[config.mk]
export PLATFORM = sky130hd
export DESIGN_NAME = inc_seq_ctrl
export DESIGN_NICKNAME = d
export VERILOG_FILES = /design/src/rtl/inc_seq_pkg.sv /design/src/rtl/inc4_cla.sv /design/src/rtl/inc_seq_ctrl.sv
export SDC_FILE = /design/constraint.sdc
export NUM_CORES = 1
export LEC_CHECK = 0
export ABC_AREA = 1
export BUFFER_PORTS_ARGS = -buffer_cell sky130_fd_sc_hd__buf_2
export CAP_MARGIN = 20
export CELL_PAD_IN_SITES_DETAIL_PLACEMENT = 1
export CELL_PAD_IN_SITES_GLOBAL_PLACEMENT = 1
export CORE_UTILIZATION = 36
export CTS_CLUSTER_DIAMETER = 50
export DETAILED_ROUTE_END_ITERATION = 8
export MAX_ROUTING_LAYER = met4
export PLACE_DENSITY_LB_ADDON = 0.1
export SLEW_MARGIN = 20
export SYNTH_ARGS = -nofsm -noshare
export SYNTH_HDL_FRONTEND = slang
export SYNTH_SLANG_ARGS = --single-unit
export TNS_END_PERCENT = 10
[constraint.sdc]
create_clock -name clk -period 2.8 [get_ports clk]
set_input_delay 0.42 -clock clk [delete_from_list [all_inputs] [get_ports clk]]
set_output_delay 0.42 -clock clk [all_outputs]
set_load 0.02 [all_outputs]
[src/rtl/inc_seq_pkg.sv]
// inc_seq_pkg: shared count width and FSM state encoding for inc_seq_ctrl
package inc_seq_pkg;
   localparam int CNT_W = 4;
   localparam logic [1:0] IDLE = 2'b00;
   localparam logic [1:0] RUN  = 2'b01;
   localparam logic [1:0] DONE = 2'b10;
endpackage

[src/rtl/inc4_cla.sv]
// inc4_cla: 4-bit carry-lookahead incrementer (carry-in 1, second operand 0)
module inc4_cla (
   input  logic [3:0] a,
   output logic [3:0] y,
   output logic       co
);
   logic [4:0] c;
   assign c  = {&a, &a[2:0], &a[1:0], a[0], 1'b1};
   assign y  = a ^ c[3:0];
   assign co = c[4];
endmodule

[src/rtl/inc_seq_ctrl.sv]
// inc_seq_ctrl: start-to-end counting sequencer; define INC_SEQ_PAUSE_EN to add the pause input
module inc_seq_ctrl
   import inc_seq_pkg::*;
(
   input  logic             clk,
   input  logic             rst_n,
   input  logic             start,
   input  logic [CNT_W-1:0] start_val,
   input  logic [CNT_W-1:0] end_val,
   input  logic             ack,
`ifdef INC_SEQ_PAUSE_EN
   input  logic             pause,
`endif
   output logic [CNT_W-1:0] count,
   output logic             busy,
   output logic             done,
   output logic             wrap
);
   logic [1:0]       state;
   logic [CNT_W-1:0] end_r;
   logic [CNT_W-1:0] inc_y;
   logic             inc_co;
   logic             hold;
`ifdef INC_SEQ_PAUSE_EN
   assign hold = pause;
`else
   assign hold = 1'b0;
`endif
   inc4_cla u_inc (.a(count), .y(inc_y), .co(inc_co));
   assign busy = state == RUN;
   assign done = state == DONE;
   always_ff @(posedge clk or negedge rst_n) begin
      if (!rst_n) begin
         state <= IDLE;
         count <= '0;
         end_r <= '0;
         wrap  <= 1'b0;
      end else if (state == IDLE) begin
         if (start) begin
            count <= start_val;
            end_r <= end_val;
            wrap  <= 1'b0;
            state <= RUN;
         end
      end else if (state == RUN) begin
         if (!hold) begin
            if (count == end_r) state <= DONE;
            else begin
               count <= inc_y;
               wrap  <= wrap | inc_co;
            end
         end
      end else if (state == DONE) begin
         if (ack) state <= IDLE;
      end else state <= IDLE;
   end
endmodule

# Word level (Yosys, flattened, before mapping)
# Cells that the tools add are included.
# totals
ramBits	0
n_memories	0
wordCells	35
register_bits	11
out_inout_bits	7
latchBits	0
inputBits	12
rom_bits	0
# op_classes
shift	0
div	0
addsub	0
reduce_logical	8
multipliers	0
n_eq_ne	7
bitwise_logic	2
mux	14
order_cmp	0
# op_table
cell	count
2-to-1 mux 4 bit	4
2-to-1 mux 2 bit	6
AND reduction 3 bit	3
equality test 4 bit	1
2-to-1 mux 1 bit	4
inequality test 2 bit (second input constant)	2
inequality test 4 x 3 -> 1 bit (second input constant)	1
AND reduction 2 bit	2
AND reduction 4 bit	1
XOR 4 bit	1
inequality test 3 x 1 -> 1 bit (second input constant)	1
equality test 2 x 1 -> 1 bit (second input constant)	1
equality test 2 bit (second input constant)	1
zero test 2 bit	1
nonzero test 2 bit	1
OR 1 bit	1

# Logic depth before layout (Yosys ltp)
# Gate-level depths: netlist of the first run.
# logic_depth
ltp_word	5
ltp_mapped	9

# Modules after synthesis
# Synthesis of the first run repeated with hierarchy kept, for this count alone.
# hier_totals
hier_cells	85
area_unflattened_um2	684.4
# modules_own_cells
module	seq_area_each_um2	cells_each	n_inst	area_each_um2
inc_seq_ctrl	275.3	74	1	625.6
inc4_cla	0.0	11	1	58.8

# Worst setup path after synthesis of the first run
# Ideal clock, no wire load.
# synth_path
kind	reg-to-reg
start	register count[0]
end	register count[3]
n_path_buf	0
setup_time_ps	117
path_stages_with_launch	8
t_arrival_ps	1356
slack_ps	1327
period_less_slack_ps	1473
cell_sequence	dfrtp_1 ha_1 ha_1 or2_2 nand3_1 nand2_1 nand2_1 nand2_1
# synth_via
elab_chain_len	5
elab_cells_between_ends	8
# synth_rtl
element	line	source
start, declared	inc_seq_ctrl.sv:14	output logic [CNT_W-1:0] count,
start signal, assigned	inc_seq_ctrl.sv:40	count <= start_val;
start signal, assigned	inc_seq_ctrl.sv:49	count <= inc_y;
AND reduction 3 bit	inc4_cla.sv:8	assign c = {&a, &a[2:0], &a[1:0], a[0], 1'b1};
XOR 4 bit	inc4_cla.sv:9	assign y = a ^ c[3:0];
2-to-1 mux 4 bit	inc_seq_ctrl.sv:47	if (count == end_r) state <= DONE;
2-to-1 mux 4 bit	inc_seq_ctrl.sv:45	end else if (state == RUN) begin
2-to-1 mux 4 bit	inc_seq_ctrl.sv:38	end else if (state == IDLE) begin
# Several ways; a longest one is shown, not always the timed one. The select of a mux whose other input is x is not followed.
# A chain may end at the register's enable or synchronous reset.

# Worst setup path after layout of the first run
# layout_path
start	register state[0]
end	output port busy
# layout_via
elab_chain_len	1
# layout_rtl
element	line	source
start, declared	inc_seq_ctrl.sv:19	logic [1:0] state;
start signal, assigned	inc_seq_ctrl.sv:34	state <= IDLE;
start signal, assigned	inc_seq_ctrl.sv:43	state <= RUN;
start signal, assigned	inc_seq_ctrl.sv:47	
equality test 2 x 1 -> 1 bit	inc_seq_ctrl.sv:30	assign busy = state == RUN;
end, declared	inc_seq_ctrl.sv:15	output logic busy,
# Every way passes these cells.

==> load_flow_metrics.sql, run 1 <==
INSERT INTO impl_metrics (metric_group, metric, value, unit) VALUES
('outcome', 'outcome', 'finished with violations', ''),
('outcome', 'failed_checks', 'negative hold slack', ''),
('floorplanning', 'die-width', '44.1', 'µm'),
('floorplanning', 'placementRows', '14', ''),
('sta', 'final_min_period_over_clock_period', '57.4', '%'),
('sta', 'fin_worst_skew', '0.00326', 'ns'),
('clock_tree', 'cts.hold.buffers_added', '0', ''),
('worst_hold_path', 'hold_class', 'in2async', ''),
('critical_path', 'crit_path_cell_trace', 'inv_1 -> nor2_1 -> buf_2', ''),
('sta', 'worstMarginPinSlew', '0.284', 'ns'),
('power', 'ir_worst_vdd', '0.462', 'mV'),
('synth', 'synth.yosys.warnings', '0', ''),
('flow_run', 'maxCapViolations', '0', ''),
('critical_path', 'crit_required', '2.38', 'ns'),
('critical_path', 'crit_type', 'reg2out', ''),
('sta', 'worst_hold_slack', '-0.0000178', 'ns'),
('sta', 'worst_slack', '1.19', 'ns'),
('critical_path', 'timing.critical_path.slowest_cell_delay', '0.37', 'ns'),
('global_route', 'grt_max_degree', '15', ''),
('clock_tree', 'root_buffer', 'clkbuf_4', ''),
('power', 'power', '967', 'µW'),
('floorplanning', 'die-area', '1950', 'µm²'),
('clock_tree', 'cts_max_level', '1', ''),
('sta', 'slew_viol_final', '0', ''),
('detailed_routing', 'drt_wl_total', '1460', 'µm'),
('critical_path', 'cpMaxStageDelayCell', 'dfrtp_1', ''),
('sta', 'grt_setup_unrepaired', 'false', ''),
('power', 'power_per_cell_area', '1260', 'nW/µm²'),
('detailed_routing', 'first_iter_violations', '5', ''),
('detailed_routing', 'ant_nets', '0', ''),
('critical_path', 'cp-end-kind', 'output port', ''),
('sta', 'tns', '0', 'ns'),
('global_route', 'grt_overflow_total', '0', ''),
('detailed_routing', 'drt_pre_antenna_iters', '5', ''),
('synth', 'synth.avg_cell_area', '7.35', 'µm²'),
('clock_tree', 'post_cts_resized', '0', ''),
('synth', 'synth_enable_flop_cells', '0', ''),
('floorplanning', 'ios', '19', ''),
('floorplanning', 'core_region_area', '1580', 'µm²'),
('global_route', 'initial_antenna_violation_count', '0', ''),
('synth', 'synth_cell_types', '15', ''),
('clock_tree', 'number_of_clock_buffers_inserted_by_tritoncts', '3', ''),
('synth', 'ys_top_cells_by_count', 'nand2_1 (32), dfrtp_1 (11), inv_1 (10)', ''),
('clock_tree', 'clkSlewWorstSetupHoldPaths', '0.07', 'ns'),
('finish', 'post-route-util', '48.5', '%'),
('critical_path', 'critical_path.max_fanout', '3', ''),
('finish', 'antenna_cells', '0', ''),
('critical_path', 'crit_path_start_kind', 'register', ''),
('sta', 'fin_hold_viols', '1', ''),
('finish', 'design.final.nets', '123', ''),
('sta', 'post-route-min-period', '1.61', 'ns'),
('synth', 'most_common_cell_in_the_synthesized_netlist', 'nand2_1', ''),
('power', 'p_leak', '0.456', 'nW'),
('sta', 'upper_clock_frequency_limit', '623', 'MHz'),
('clock_tree', 'insertion_delay', '0.27', 'ns'),
('global_route', 'first_global_vias', '625', ''),
('detailed_routing', 'vias_per_cell', '4.96', ''),
('synth', 'ys_dominant_reg_cell', 'dfrtp_1', ''),
('global_route', 'grt_pass1_wl', '2490', 'µm'),
('clock_tree', 'cts_tree', 'done', ''),
('synth', 'synthDominantAreaCellType', 'dfrtp_1', ''),
('synth', 'synth_seq_cells', '11', ''),
('floorplanning', 'initial_utilization', '40.6', '%'),
('synth', 'synth_async_sr_flop_share', '100', '%'),
('detailed_routing', 'drc', '0', ''),
('clock_tree', 'cts.repair_timing.setup_buffer_count', '0', ''),
('sta', 'slew_headroom', '81.0', '%'),
('critical_path', 'critPathTopFamily', 'flip-flops', ''),
('finish', 'areaGrowthSynthToFinish', '19.6', '%'),
('place', 'place.port_buffers', '18', ''),
('place', 'gpl.final_weighted_congestion', '0.738', '');
==> power breakdown <==
group          total, mW  internal [mW]  switching, mW
registers          0.305          0.236         0.0689
logic              0.549          0.186          0.363
clock network      0.113         0.0553         0.0573
==> placed cells by master, fill, tap and decap left out <==
cell type and instances:
nand2_2 2, dfrtp_1 11, buf_2 18, a21oi_1 5, clkbuf_4 3, nand3_1 8
inv_2 2, nand2_1 32, o31ai_1 1, nor2_1 7, nor2_2 1, ha_1 2
clkbuf_1 1, or2_2 1, inv_1 10, nand2_4 3, o21ai_0 1
==> registers in the layout, summed over array words and instances (netlist names) <==
signal / count
state: 2
wrap: 1
end_r: 4
count: 4
==> cell families after synthesis <==
logic type	count (synthesis)	share of synthesized area (%)
AOI/OAI and AO/OA	7	5.87
adders and majority gates	2	3.91
buffers and inverters	13	8.81
DFF	11	43.1
and+or+nand+nor	54	38.4
==> through the flow <==
stage	cells	cell area, µm²
global placement	120	738
detailed placement	120	738
finish	124	764
floorplan	87	639
global route	124	764
CTS	124	764
==> worst reg2reg max path: stages (launching register included) <==
cell,delay (ns)
dfrtp_1,0.44
ha_1,0.24
ha_1,0.19
or2_2,0.27
nand3_1,0.07
nand2_1,0.05
nand2_1,0.06
nand2_1,0.05
==> layer usage <==
| metal | vias up | share of wire (%) | GRT usage [%] |
|---|---|---|---|
| met1 | 290 | 42 | 20.8 |
| met2 | 15 | 53 | 31.2 |
| met3 | 2 | 3.8 | 2.45 |
| met4 | 0 | 0.96 | 7.27 |
| met5 | - | 0 | - |
| li1 | 308 | - | - |
==> final timing paths <==
kind	start	endpoint	slack, ns	depth (start not counted)
worst max-delay path	state[0]	busy	1.19	3
worst min-delay path	rst_n	count[0]	-0.00002	1
worst max register to register	count[0]	count[3]	1.34	7
worst min register to register	state[0]	state[1]	0.49	1
max in group asynchronous	rst_n	count[2]	2.59	1
min in group clk	ack	state[1]	0.32	2
==> layout make-up <==
class                           count  area [µm²]
Tap cell                           16        20.0
Multi-Input combinational cell     63         308
Sequential cell                    11         275
Inverter                           12        45.0
Clock buffer                        4        26.3
Timing Repair Buffer               18        90.1
Fill cell                         220         812
No activity file was read; power rests on OpenSTA's default activity.
==> inputs of run 2 (changes only) <==
- CORE_UTILIZATION: 36 -> 34
- clock period: 2.8 -> 1.7 ns (I/O delays scaled with it)
==> load_flow_metrics.sql, run 2 (synthesized netlist as in run 1, its figures left out) <==
INSERT INTO impl_metrics (metric_group, metric, value, unit) VALUES
('worst_hold_path', 'hold_class', 'in2reg', ''),
('power', 'power.switching_fraction', '50.7', '%'),
('critical_path', 'worst-r2r-cell-count', '7', ''),
('detailed_routing', 'ant_nets', '0', ''),
('sta', 'fin_worst_skew', '0.000346', 'ns'),
('finish', 'layout.cells.most_common', 'nand2_1', ''),
('place', 'dpl.hpwl', '1230', 'µm'),
('clock_tree', 'cts_tree', 'done', ''),
('clock_tree', 'root_buffer', 'clkbuf_4', ''),
('clock_tree', 'clkSlewWorstSetupHoldPaths', '0.07', 'ns'),
('finish', 'design.final.nets', '124', ''),
('critical_path', 'critPathTopFamily', 'simple AND/OR/NAND/NOR gates', ''),
('sta', 'grt_setup_unrepaired', 'false', ''),
('detailed_routing', 'detail_route.wl_per_cell', '11.5', 'µm'),
('floorplanning', 'ios', '19', ''),
('critical_path', 'cp-end-kind', 'register', ''),
('floorplanning', 'die-area', '2060', 'µm²'),
('global_route', 'globalRouteTotalUtil', '18.7', '%'),
('power', 'power', '1.60', 'mW'),
('critical_path', 'crit_path_cell_trace', 'ha_1 -> ha_1 -> or2_2 -> nand3_1 -> nand2_1 -> nand2_1 -> nand2_1', ''),
('global_route', 'grt_pass1_wl', '2530', 'µm'),
('detailed_routing', 'drt_pre_antenna_iters', '4', ''),
('critical_path', 'reg2reg_from', 'count[0]', ''),
('sta', 'worstMarginPinSlew', '0.286', 'ns'),
('detailed_routing', 'drt_wl_total', '1540', 'µm'),
('critical_path', 'critPathBufInv', '0', ''),
('finish', 'largest_registers_ranked_by_flip_flop_count', 'count x4, end_r x4, state x2', ''),
('worst_hold_path', 'hold-path-endpoint', 'state[1]', ''),
('power', 'ir_worst_vdd', '0.907', 'mV'),
('critical_path', 'cpMaxStageDelayCell', 'dfrtp_1', ''),
('power', 'share_comb_of_total_power', '57.2', '%'),
('power', 'internal-power', '786', 'µW'),
('detailed_routing', 'drc', '0', ''),
('place', 'place.port_buffers', '18', ''),
('worst_hold_path', 'hold_path_startpoint', 'ack', ''),
('sta', 'worst_slack', '0.251', 'ns'),
('critical_path', 'crit_required', '1.86', 'ns'),
('sta', 'report.final.setup_viol', '0', ''),
('critical_path', 'crit_type', 'reg2reg', ''),
('power', 'power_per_cell_area', '2030', 'nW/µm²'),
('finish', 'antenna_cells', '0', ''),
('finish', 'fillerInstances', '252', ''),
('clock_tree', 'post_cts_resized', '0', ''),
('critical_path', 'ff2ff_setup_slack', '0.25', 'ns'),
('critical_path', 'r2r-end', 'count[3]', ''),
('place', 'placed_cells_incl_taps', '129', ''),
('finish', 'most_frequent_cells_in_the_layout', 'nand2_1 (32), buf_2 (18), dfrtp_1 (11)', ''),
('sta', 'final_min_period_over_clock_period', '85.2', '%'),
('clock_tree', 'number_of_clock_buffers_inserted_by_tritoncts', '3', ''),
('floorplanning', 'fp.dieH', '45.4', 'µm'),
('outcome', 'outcome', 'finished, final reports clean', ''),
('floorplanning', 'core_region_area', '1750', 'µm²'),
('clock_tree', 'cts_sinks', '11', ''),
('finish', 'post-route-util', '45.0', '%'),
('critical_path', 'critical_path.max_fanout', '6', ''),
('critical_path', 'cp_common_cell', 'nand2_1', ''),
('place', 'gpl.final_weighted_congestion', '0.719', ''),
('global_route', 'initial_antenna_violation_count', '0', ''),
('worst_hold_path', 'worst_hold_path.num_cells', '2', ''),
('global_route', 'grt_overflow_total', '0', ''),
('global_route', 'grt_max_degree', '15', ''),
('floorplanning', 'placementRows', '15', ''),
('sta', 'tns', '0', 'ns'),
('global_route', 'first_global_vias', '596', ''),
('sta', 'fin_hold_viols', '0', ''),
('finish', 'post_layout_nonfiller_instances', '134', ''),
('clock_tree', 'cts_max_level', '1', ''),
('critical_path', 'arrival', '1.61', 'ns'),
('clock_tree', 'clock_path_buffers', '2', ''),
('clock_tree', 'insertion_delay', '0.26', 'ns'),
('power', 'net-switching-power', '810', 'µW'),
('place', 'pre_cts_slack', '0.257', 'ns'),
('clock_tree', 'cts.repair_timing.setup_buffer_count', '0', ''),
('critical_path', 'timing.critical_path.slowest_cell_delay', '0.43', 'ns'),
('sta', 'upper_clock_frequency_limit', '690', 'MHz'),
('finish', 'areaGrowthSynthToFinish', '22.9', '%'),
('sta', 'post-route-min-period', '1.45', 'ns'),
('power', 'p_leak', '0.460', 'nW'),
('detailed_routing', 'first_iter_violations', '2', ''),
('sta', 'slew_headroom', '80.8', '%'),
('critical_path', 'crit_path_start_kind', 'register', ''),
('power', 'seqPwrFrac', '31.6', '%'),
('floorplanning', 'initial_utilization', '36.6', '%'),
('flow_run', 'maxCapViolations', '0', ''),
('detailed_routing', 'route.vias.total', '615', ''),
('power', 'clockPowerShare', '11.2', '%'),
('detailed_routing', 'vias_per_cell', '4.59', ''),
('finish', 'drive_above_1_share', '27.5', '%'),
('sta', 'slew_viol_final', '0', ''),
('floorplanning', 'die-width', '45.4', 'µm');
run 2: area by class of cell:
type	instances	area, µm²	share of cell area (%)
Multi-Input combinational cell	63	308	39.2
Sequential cell	11	275	35.0
Timing Repair Buffer	19	100	12.7
Inverter	12	45.0	5.73
Tap cell	25	31.3	3.98
Clock buffer	4	26.3	3.34
run 2: worst register-to-register path, delay by kind of cell (launching register included):
kind | cells | cell delay, ns
adder cells (fa/ha/maj) | 2 | 0.42
flip-flops | 1 | 0.43
AND/OR/NAND/NOR | 5 | 0.50
run 2: worst max path at each step:
stage          startpoint       end  slack, ns  cells after the start
2_1_floorplan    count[0]  count[3]       0.23                      7
3_3_place_gp     count[0]  count[3]       0.29                      7
3_5_place_dp     count[0]  count[3]       0.26                      7
4_1_cts          count[0]  count[3]       0.24                      7
5_1_grt          count[0]  count[3]       0.17                      7
6_report         count[0]  count[3]       0.25                      7
run 2: what timing repair did:
item / CTS / global route
hold buffers: 1 / 0
hold endpoints to repair: 11 / 0
endpoints found under the setup margin: 0 / 0
run 2: power groups by stage:
stage	registers, mW	logic, mW	clock network, mW
after floorplan	0.554	0.626	0
after global placement	0.503	0.890	0
after detailed placement	0.513	0.926	0
after CTS	0.509	0.935	0.189
after global routing	0.524	1.04	0.204
final	0.505	0.913	0.179
run 2: per-stage QoR:
step	hold WS, ns	area, µm²
final	0.167	786
after floorplan	-0.0406	639
after CTS	0.163	786
after global routing	0.161	786
after global placement	0.141	749
after detailed placement	0.139	749
run 2: metal layers:
layer	wire length [µm]	GRT usage (%)
met1	641	20.1
met2	839	31.9
met3	47	6.00
met4	13	7.27
met5	0	-
==> inputs of run 3 (changes only) <==
- CORE_UTILIZATION: 34 -> 25
- GPL_ROUTABILITY_DRIVEN: default -> 0
==> load_flow_metrics.sql, run 3 (synthesized netlist as in run 1, its figures left out) <==
INSERT INTO impl_metrics (metric_group, metric, value, unit) VALUES
('clock_tree', 'cts_sinks', '11', ''),
('detailed_routing', 'route.vias.total', '612', ''),
('sta', 'fin_worst_skew', '0.00146', 'ns'),
('clock_tree', 'clock_path_buffers', '2', ''),
('critical_path', 'crit_required', '1.86', 'ns'),
('clock_tree', 'clkSlewWorstSetupHoldPaths', '0.07', 'ns'),
('global_route', 'globalRouteTotalUtil', '14.0', '%'),
('global_route', 'initial_antenna_violation_count', '0', ''),
('floorplanning', 'ios', '19', ''),
('detailed_routing', 'vias_per_cell', '4.47', ''),
('critical_path', 'crit_type', 'reg2reg', ''),
('sta', 'worstMarginPinSlew', '0.304', 'ns'),
('sta', 'final_min_period_over_clock_period', '85.7', '%'),
('finish', 'drive_above_1_share', '27.5', '%'),
('global_route', 'grt_overflow_total', '0', ''),
('critical_path', 'arrival', '1.62', 'ns'),
('clock_tree', 'cts_max_level', '1', ''),
('detailed_routing', 'detail_route.wl_per_cell', '11.1', 'µm'),
('sta', 'slew_headroom', '79.7', '%'),
('floorplanning', 'die-area', '2760', 'µm²'),
('worst_hold_path', 'hold_class', 'in2reg', ''),
('sta', 'upper_clock_frequency_limit', '686', 'MHz'),
('sta', 'fin_hold_viols', '0', ''),
('finish', 'post-route-util', '34.1', '%'),
('floorplanning', 'die-width', '52.6', 'µm'),
('sta', 'post-route-min-period', '1.46', 'ns'),
('sta', 'report.final.setup_viol', '0', ''),
('finish', 'layout.cells.most_common', 'nand2_1', ''),
('flow_run', 'maxCapViolations', '0', ''),
('sta', 'worst_hold_slack', '0.162', 'ns'),
('detailed_routing', 'ant_nets', '0', ''),
('clock_tree', 'root_buffer', 'clkbuf_4', ''),
('detailed_routing', 'drc', '0', ''),
('power', 'power_per_cell_area', '2000', 'nW/µm²'),
('sta', 'grt_setup_unrepaired', 'false', ''),
('sta', 'slew_viol_final', '0', ''),
('critical_path', 'crit_path_start_kind', 'register', ''),
('clock_tree', 'number_of_clock_buffers_inserted_by_tritoncts', '3', ''),
('finish', 'most_frequent_cells_in_the_layout', 'nand2_1 (32), buf_2 (18), dfrtp_1 (11)', ''),
('clock_tree', 'cts_tree', 'done', ''),
('detailed_routing', 'first_iter_violations', '5', ''),
('floorplanning', 'placementRows', '17', ''),
('clock_tree', 'cts.repair_timing.setup_buffer_count', '0', ''),
('global_route', 'grt_pass1_wl', '2570', 'µm'),
('floorplanning', 'initial_utilization', '27.6', '%'),
('finish', 'antenna_cells', '0', ''),
('detailed_routing', 'drt_pre_antenna_iters', '2', ''),
('global_route', 'first_global_vias', '593', ''),
('critical_path', 'critical_path.max_fanout', '6', ''),
('outcome', 'outcome', 'finished, final reports clean', ''),
('place', 'dpl.hpwl', '1210', 'µm'),
('critical_path', 'cp-end-kind', 'register', ''),
('detailed_routing', 'drt_wl_total', '1530', 'µm'),
('finish', 'design.final.nets', '124', ''),
('clock_tree', 'insertion_delay', '0.27', 'ns'),
('floorplanning', 'core_region_area', '2320', 'µm²'),
('power', 'ir_worst_vdd', '0.667', 'mV'),
('place', 'place.port_buffers', '18', ''),
('power', 'p_leak', '0.460', 'nW'),
('sta', 'tns', '0', 'ns'),
('global_route', 'grt_max_degree', '15', ''),
('finish', 'fillerInstances', '306', ''),
('finish', 'areaGrowthSynthToFinish', '23.5', '%'),
('floorplanning', 'fp.dieH', '52.6', 'µm'),
('finish', 'largest_registers_ranked_by_flip_flop_count', 'count x4, end_r x4, state x2', '');
[run 3: cell type report]
type	count	area [µm²]	area share, %
Clock buffer	4	26.3	3.33
Inverter	12	45.0	5.71
Multi-Input combinational cell	63	308	39.0
Sequential cell	11	275	34.9
Tap cell	28	35.0	4.44
Timing Repair Buffer	19	100	12.7
[run 3: path summary, 6_finish.rpt]
| check | start | endpoint | slack [ns] | cells past startpoint |
|---|---|---|---|---|
| max | count[0] | count[3] | 0.24 | 7 |
| min | ack | state[1] | 0.16 | 2 |
| max reg2reg | count[0] | count[3] | 0.24 | 7 |
| min reg2reg | state[0] | state[1] | 0.50 | 1 |
| max in group asynchronous | rst_n | wrap | 1.10 | 2 |
| min in group asynchronous | rst_n | end_r[3] | 0.38 | 2 |
[run 3: critical path, stage by stage, from the launching register on]
cell,delay [ns]
dfrtp_1,0.44
ha_1,0.24
ha_1,0.19
or2_2,0.27
nand3_1,0.07
nand2_1,0.05
nand2_1,0.06
nand2_1,0.04
[run 3: repair_timing]
action                    in CTS  in global routing
hold endpoints to repair      11                  0
hold buffers                   1                  0
gates resized for setup        0                  0
[run 3: report_power, final]
part / leakage (nW) / internal [mW] / total [mW] / switching [mW]
clock: 0.0150 / 0.0909 / 0.181 / 0.0899
sequential: 0.131 / 0.389 / 0.506 / 0.117
combinational: 0.314 / 0.306 / 0.896 / 0.591
total: 0.460 / 0.786 / 1.58 / 0.797
[run 3: through the flow]
stage | power [mW] | cell area [µm²] | setup slack, ns | cells
floorplan | 1.18 | 639 | 0.227 | 87
global placement | 1.41 | 753 | 0.282 | 132
detailed placement | 1.43 | 753 | 0.247 | 132
CTS | 1.63 | 790 | 0.215 | 137
global route | 1.77 | 790 | 0.150 | 137
finish | 1.58 | 790 | 0.243 | 137
[run 3: per-layer routing]
metal	vias up	GRT usage, %	share of wire [%]
met5	-	-	0
met4	0	7.89	2.2
met2	14	21.3	47
li1	311	-	-
met1	283	16.9	47
met3	4	3.48	4.1
